[config.mk]
export PLATFORM = sky130hd
export DESIGN_NAME = seq_detector_param
export DESIGN_NICKNAME = d
export VERILOG_FILES = /design/src/rtl/seq_detector_param.sv
export SDC_FILE = /design/constraint.sdc
export NUM_CORES = 1
export LEC_CHECK = 0
export ABC_CLOCK_PERIOD_IN_PS = 2600
export CAP_MARGIN = 10
export CELL_PAD_IN_SITES_DETAIL_PLACEMENT = 0
export CELL_PAD_IN_SITES_GLOBAL_PLACEMENT = 1
export CORE_AREA = 8 8 76 78
export CTS_CLUSTER_DIAMETER = 60
export DETAILED_ROUTE_END_ITERATION = 16
export DIE_AREA = 0 0 84 86
export MAX_ROUTING_LAYER = met4
export PLACE_DENSITY_LB_ADDON = 0.2
export SYNTH_ARGS = -nofsm -noshare
export SYNTH_HDL_FRONTEND = slang
export SYNTH_SLANG_ARGS = --single-unit
[constraint.sdc]
create_clock -name clk -period 2.6 [get_ports clk]
set_input_delay 0.65 -clock clk [delete_from_list [all_inputs] [get_ports clk]]
set_output_delay 0.65 -clock clk [all_outputs]
set_load 0.05 [all_outputs]
[src/rtl/seq_detector_param.sv]
// Run-time programmable serial pattern detector with overlap option and a
// saturating match counter; registered one-cycle match pulse.
module seq_detector_param #(
    parameter int unsigned          MAX_LEN = 8,
    parameter int unsigned          DEF_LEN = 4,
    parameter logic [MAX_LEN-1:0]   DEF_PAT = MAX_LEN'(8'b0000_1011),
    parameter bit                   OVERLAP = 1'b1,
    parameter int unsigned          CNT_W   = 8,
    localparam int unsigned         LW      = $clog2(MAX_LEN + 1)
) (
    input  logic               clk,
    input  logic               rst,
    input  logic               en,
    input  logic               in,
    input  logic               load,
    input  logic [MAX_LEN-1:0] pat_in,
    input  logic [LW-1:0]      len_in,
    input  logic               clear,
    output logic               out,
    output logic [CNT_W-1:0]   match_cnt,
    output logic [LW-1:0]      len_q
);

    typedef enum logic {
        FILLING,
        ARMED
    } state_t;

    state_t state, state_nx;

    // Only MAX_LEN-1 past bits are stored; the current bit completes the window.
    logic [MAX_LEN-2:0] hist;
    logic [MAX_LEN-1:0] hist_nx;
    logic [MAX_LEN-1:0] pat;
    logic [MAX_LEN-1:0] mask;
    logic [LW-1:0]      fill;
    logic [LW-1:0]      fill_sat;
    logic [LW-1:0]      len_nx;
    logic               last_fill;
    logic               match;

    always_comb begin
        mask = '0;
        for (int unsigned i = 0; i < MAX_LEN; i++) begin
            mask[i] = (i < 32'(len_q));
        end
    end

    always_comb begin
        hist_nx   = {hist, in};
        last_fill = ((LW+1)'(fill) + (LW+1)'(1)) == (LW+1)'(len_q);
        match     = en && !load && ((state == ARMED) || last_fill)
                    && ((hist_nx & mask) == (pat & mask));
        fill_sat  = (fill == LW'(MAX_LEN)) ? fill : fill + 1'b1;

        len_nx = len_in;
        if (len_in == '0) begin
            len_nx = LW'(1);
        end else if (len_in > LW'(MAX_LEN)) begin
            len_nx = LW'(MAX_LEN);
        end
    end

    always_comb begin
        state_nx = state;
        if (load) begin
            state_nx = FILLING;
        end else if (en) begin
            if (match && !OVERLAP) begin
                state_nx = FILLING;
            end else if ((state == FILLING) && last_fill) begin
                state_nx = ARMED;
            end
        end
    end

    always_ff @(posedge clk or posedge rst) begin
        if (rst) begin
            state <= FILLING;
        end else begin
            state <= state_nx;
        end
    end

    always_ff @(posedge clk or posedge rst) begin
        if (rst) begin
            hist      <= '0;
            fill      <= '0;
            pat       <= DEF_PAT;
            len_q     <= LW'(DEF_LEN);
            out       <= 1'b0;
            match_cnt <= '0;
        end else begin
            out <= match;
            if (load) begin
                pat   <= pat_in;
                len_q <= len_nx;
                hist  <= '0;
                fill  <= '0;
            end else if (en) begin
                hist <= hist_nx[MAX_LEN-2:0];
                fill <= (match && !OVERLAP) ? '0 : fill_sat;
            end

            if (clear) begin
                match_cnt <= '0;
            end else if (match && (match_cnt != '1)) begin
                match_cnt <= match_cnt + 1'b1;
            end
        end
    end

endmodule

Yosys cells after proc, flatten, opt, wreduce, memory -nomap -nowiden
Index checks and enable logic that the tools add are counted.
W data, S select, Z words.
{ "totals": {"regBits": 33, "wordCells": 52} }
{ "op_classes": {"add_sub_neg": 3, "n_bitwise": 3, "mux": 12, "eq_ne": 5, "order_cmp": 9, "reduce_logical": 13} }
{ "op_table": {"columns": ["op", "n"], "rows": [
  ["$mux W4", 5],
  ["$and A8 B8 Y8", 2],
  ["$lt A3 B4 Y1 const A", 4],
  ["$mux W8", 2],
  ["$mux W7", 2],
  ["$add A8 B1 Y8 const B", 1],
  ["$eq A8 B8 Y1", 1],
  ["$lt A1 B4 Y1 const A", 2],
  ["$lt A2 B4 Y1 const A", 2],
  ["$ne A8 B8 Y1 const B", 1],
  ["$reduce_bool A2 Y1", 3],
  ["$add A4 B1 Y5 const B", 1],
  ["$eq A5 B4 Y1", 1],
  ["$logic_and A1 B1 Y1", 5],
  ["$add A4 B1 Y4 const B", 1],
  ["$eq A4 B4 Y1 const B", 1],
  ["$gt A4 B4 Y1 const B", 1],
  ["$logic_not A4 Y1", 1],
  ["$reduce_and A2 Y1", 2],
  ["$mux W1", 3],
  ["$ne A2 B2 Y1 const B", 1],
  ["$logic_not A1 Y1", 1],
  ["$logic_or A1 B1 Y1", 1],
  ["$not A1 Y1", 1]
]} }

Depth between registers and ports, before layout
{ "depth": {"word_depth": 8, "ltp_mapped": 9} }

Worst setup path after synthesis
OpenSTA, ideal clock, no wires.
{ "synth_path": {"kind": "reg-to-reg", "start": "reg len_q[1]", "end": "reg match_cnt[5]", "synth_period_minus_slack_ns": 2.628, "path_stages_with_launch": 9, "n_path_buf": 2, "setup_slack_ns": -0.028, "arrival_ns": 2.503, "setup_ns": 0.125, "cell_sequence": "dfrtp_1 -> buf_6 -> or4b_4 -> a2111oi_2 -> o21ai_1 -> a21o_1 -> buf_6 -> nor4_1 -> mux2_2"} }
{ "synth_between": {"elab_chain_len": 6, "word_cells_on_any_way": 17, "classes_between": "order compare: 8; eq/ne: 2; bitwise: 2; reduce/logical: 5"} }
{ "synth_lines": {"columns": ["item", "line", "rtl"], "rows": [
  ["start, declared", "21", "output logic [LW-1:0] len_q"],
  ["start signal, assigned", "90", "len_q <= LW'(DEF_LEN);"],
  ["start signal, assigned", "97", "len_q <= len_nx;"],
  ["$lt A1 B4 Y1, or another cell as far along", "45", "mask[i] = (i < 32'(len_q));"],
  ["$and A8 B8 Y8 / $logic_or A1 B1 Y1 (equally long branches)", "53, 52", null],
  ["$eq A8 B8 Y1 / $logic_and A1 B1 Y1 (equally long branches)", "53, 52", null],
  ["$logic_and A1 B1 Y1 (*)", "53", "&& ((hist_nx & mask) == (pat & mask));"],
  ["$logic_and A1 B1 Y1 (*)", "107", "end else if (match && (match_cnt != '1)) begin"],
  ["$reduce_bool A2 Y1 (no line) (*)", null, null],
  ["end signal, assigned", "108", "match_cnt <= match_cnt + 1'b1;"],
  ["end, declared", "20", "output logic [CNT_W-1:0] match_cnt,"]
]} }
Mark *: on every way between the ends. The rest lies on a longest branch, timed or not.
A chain may end at the register's enable or synchronous reset.

Worst setup path after layout
{ "layout_path": {"start": "in in", "end": "reg match_cnt[4]"} }
{ "layout_between": {"elab_chain_len": 5} }
{ "layout_lines": {"columns": ["item", "line", "rtl"], "rows": [
  ["start, declared", "14", "input logic in,"],
  ["$and A8 B8 Y8", "53", null],
  ["$eq A8 B8 Y1", "53", null],
  ["$logic_and A1 B1 Y1", "53", null],
  ["$logic_and A1 B1 Y1", "107", null],
  ["$reduce_bool A2 Y1 (no line)", null, null]
]} }
Every way passes these cells.

==> flow_summary.json <==
{
  "status": "finished clean",
  "place_congestion": 0.696,
  "r2r-start": "fill[0]$_DFFE_PP0P_",
  "routed_wl_um": 3780,
  "syn_nets": 185,
  "grt_antenna_before_repair": 0,
  "grt.total_usage_pct": 10.8,
  "placed_area_um2": 2130,
  "vias": 1341,
  "min_to": "pat[2]$_DFFE_PP0P_",
  "routedWlPerCell_um": 14.8,
  "synth_area_um2": 1750,
  "hold_class": "flip-flop to flip-flop",
  "clk_latency_ps": 280,
  "hold_viol_final": 0,
  "gr-total-overflow": 0,
  "hold_buffers": 0,
  "synth_commonest_cells": "dfrtp_1, nor2_1, mux2_2, mux2i_1",
  "yosys.area.top_type_share_pct": 41.6,
  "die_w_um": 84,
  "synthArstFlopShare_pct": 100,
  "htreeDepth": 2,
  "vdd_drop_max_mv": 0.238,
  "rows": 25,
  "grt_pass1_vias": 1357,
  "synth_cells": 164,
  "r2r_slack_ps": 120,
  "setup_tns_ps": 0,
  "worst_slew_pin_slew_ps": 505,
  "synth-edff-count": 0,
  "whs_ps": 541,
  "drc": 0,
  "cts_root_buf": "clkbuf_8",
  "yosys.area.top_type": "dfrtp_1",
  "dieArea_um2": 7220,
  "cts_buffer_depth": 2,
  "initial_core_util_pct": 38.0,
  "port_buffers": 30,
  "yosys-top-cells-area": "dfrtp_1, mux2_2, dfstp_2",
  "final_nets": 221,
  "cap_violations": 0,
  "critPathMaxFanout": 10,
  "required_ps": 2800,
  "die-height_um": 86,
  "core_um2": 4600,
  "rsz0062_at_grt": "false",
  "worst-setup-path-type": "primary input to flip-flop",
  "setup_viol": 0,
  "slowest_delay_ps": 520,
  "antenna_left": 0,
  "num_antenna_cells": 0,
  "slew_headroom_pct": 66.2,
  "maxSlewViolCount": 0,
  "yosys_most_used_dff": "dfrtp_1",
  "critical_path_arrival_ps": 2690,
  "syn_avg_cell_area_um2": 10.6,
  "crit_path_top_delay_cell": "or4_1",
  "min_period_ps": 2490,
  "final_util_pct": 48.3,
  "grt_pass1_wl_um": 6270,
  "dp_hpwl_um": 2840,
  "p_per_area_nw_per_um2": 525,
  "period_share_pct": 95.7,
  "hold_path.startpoint": "pat[2]$_DFFE_PP0P_",
  "yosysWarnings": 0,
  "ys_seq_elements": 33,
  "path_clk_slew_ps": 70,
  "cts_tree": "done",
  "ys_seq_area_share_pct": 47.6,
  "synthMostInstantiatedCell": "dfrtp_1",
  "place_ws_ps": -233,
  "timing.final.ws_setup_ps": 112,
  "clkSinkCount": 33,
  "synth_cell_types": 37,
  "timing.fmax_mhz": 402,
  "grt_max_degree": 34,
  "fin_area_um2": 2220,
  "holdPathStages": 1,
  "pin_count": 31,
  "r2r_end": "match_cnt[4]$_DFFE_PP0P_",
  "r2r_cells": 8,
  "cp-start-kind": "primary input",
  "areaGrowthSynthToFinish_pct": 27.2,
  "crit_path_end_kind": "flip-flop",
  "fin_skew_ps": 2.58,
  "p_leak_uw": 0.000931,
  "first_pass_iters": 4,
  "crit_chain": "clkdlybuf4s50_1 > xnor2_1 > o22ai_1 > a2111oi_2 > buf_4 > o21ai_2 > or4_1 > a21oi_1",
  "drt-initial-drc-count": 39,
  "final_layout_size_suffix_gt1_share_pct": 19.4,
  "vias_per_cell": 5.26,
  "cts_buffers": 5
}
stage by stage:
step	cells	power, µW
after floorplan	164	707
after global placement	247	775
after detailed placement	247	781
after CTS	255	1180
after global routing	255	1220
final	255	1170
sequential cells by signal, summed over array words and instances (netlist names):
name       count
len_q          4
state          1
out            1
hist           7
match_cnt      8
pat            8
fill           4
repair_timing:
action                                  CTS  global route
endpoints found under the setup margin    0             4
resized for setup                         0             1
buffers inserted                          0             0
power by group:
part	total (µW)	switching, µW	internal [µW]
Combinational	202	105	97.8
Clock	395	179	216
Sequential	569	26.4	543
Total	1170	310	857
cells by family (layout without fill, tap and decap cells):
| family | after synthesis | in the layout | share of synthesized area, % |
|---|---|---|---|
| AND/OR/NAND/NOR | 53 | 53 | 15.5 |
| multiplexers | 23 | 23 | 14.2 |
| adder cells (fa/ha/maj) | 3 | 3 | 2.15 |
| XOR/XNOR | 16 | 16 | 8.03 |
| buffers and inverters | 16 | 53 | 4.37 |
| flip-flops | 33 | 33 | 47.6 |
| AO/OA/AOI/OAI | 20 | 20 | 8.17 |
worst max path at each step:
| stage | start | to | slack [ps] | cells past startpoint |
|---|---|---|---|---|
| after global routing | fill[0]$_DFFE_PP0P_ | match_cnt[6]$_DFFE_PP0P_ | 8 | 8 |
| after floorplan | len_q[2]$_DFFE_PP1P_ | match_cnt[5]$_DFFE_PP0P_ | 30 | 7 |
| final | in | match_cnt[4]$_DFFE_PP0P_ | 110 | 8 |
| after CTS | in | match_cnt[4]$_DFFE_PP0P_ | 70 | 8 |
| after global placement | in | match_cnt[6]$_DFFE_PP0P_ | -210 | 8 |
| after detailed placement | in | match_cnt[6]$_DFFE_PP0P_ | -230 | 8 |
cells in the final DEF (no fill, tap or decap), types with 5 or more instances in the layout:
cell,count
clkbuf_8,6
nand2_1,5
nand3_1,5
xnor2_1,8
inv_1,7
xor2_1,8
dfrtp_1,27
nor2_1,22
mux2_2,14
mux2i_1,9
clkdlybuf4s50_1,30
buf_4,8
critical path: cells and delay by family:
| kind | cells | cell delay [ps] |
|---|---|---|
| xor gates and xnor gates | 1 | 130 |
| buffers and inverters | 2 | 670 |
| AOI/OAI and AO/OA | 4 | 720 |
| and+or+nand+nor | 1 | 520 |
metal layers:
metal  GRT usage [%]  part of all wire (%)  up-vias
li1                -                     -      641
met1            12.4                    48      666
met2            17.4                    48       28
met3            3.70                   3.8        6
met4            3.30                   1.1        0
met5               -                     0        -
final cells by class:
type	count	area, µm²
fillers	439	2380
multi-input cells	115	843
flip-flops and latches	33	833
repair buffers	38	360
clock buffers	8	90.1
well taps	54	67.6
inverters	7	26.3
(Power assumes the default switching activity.)
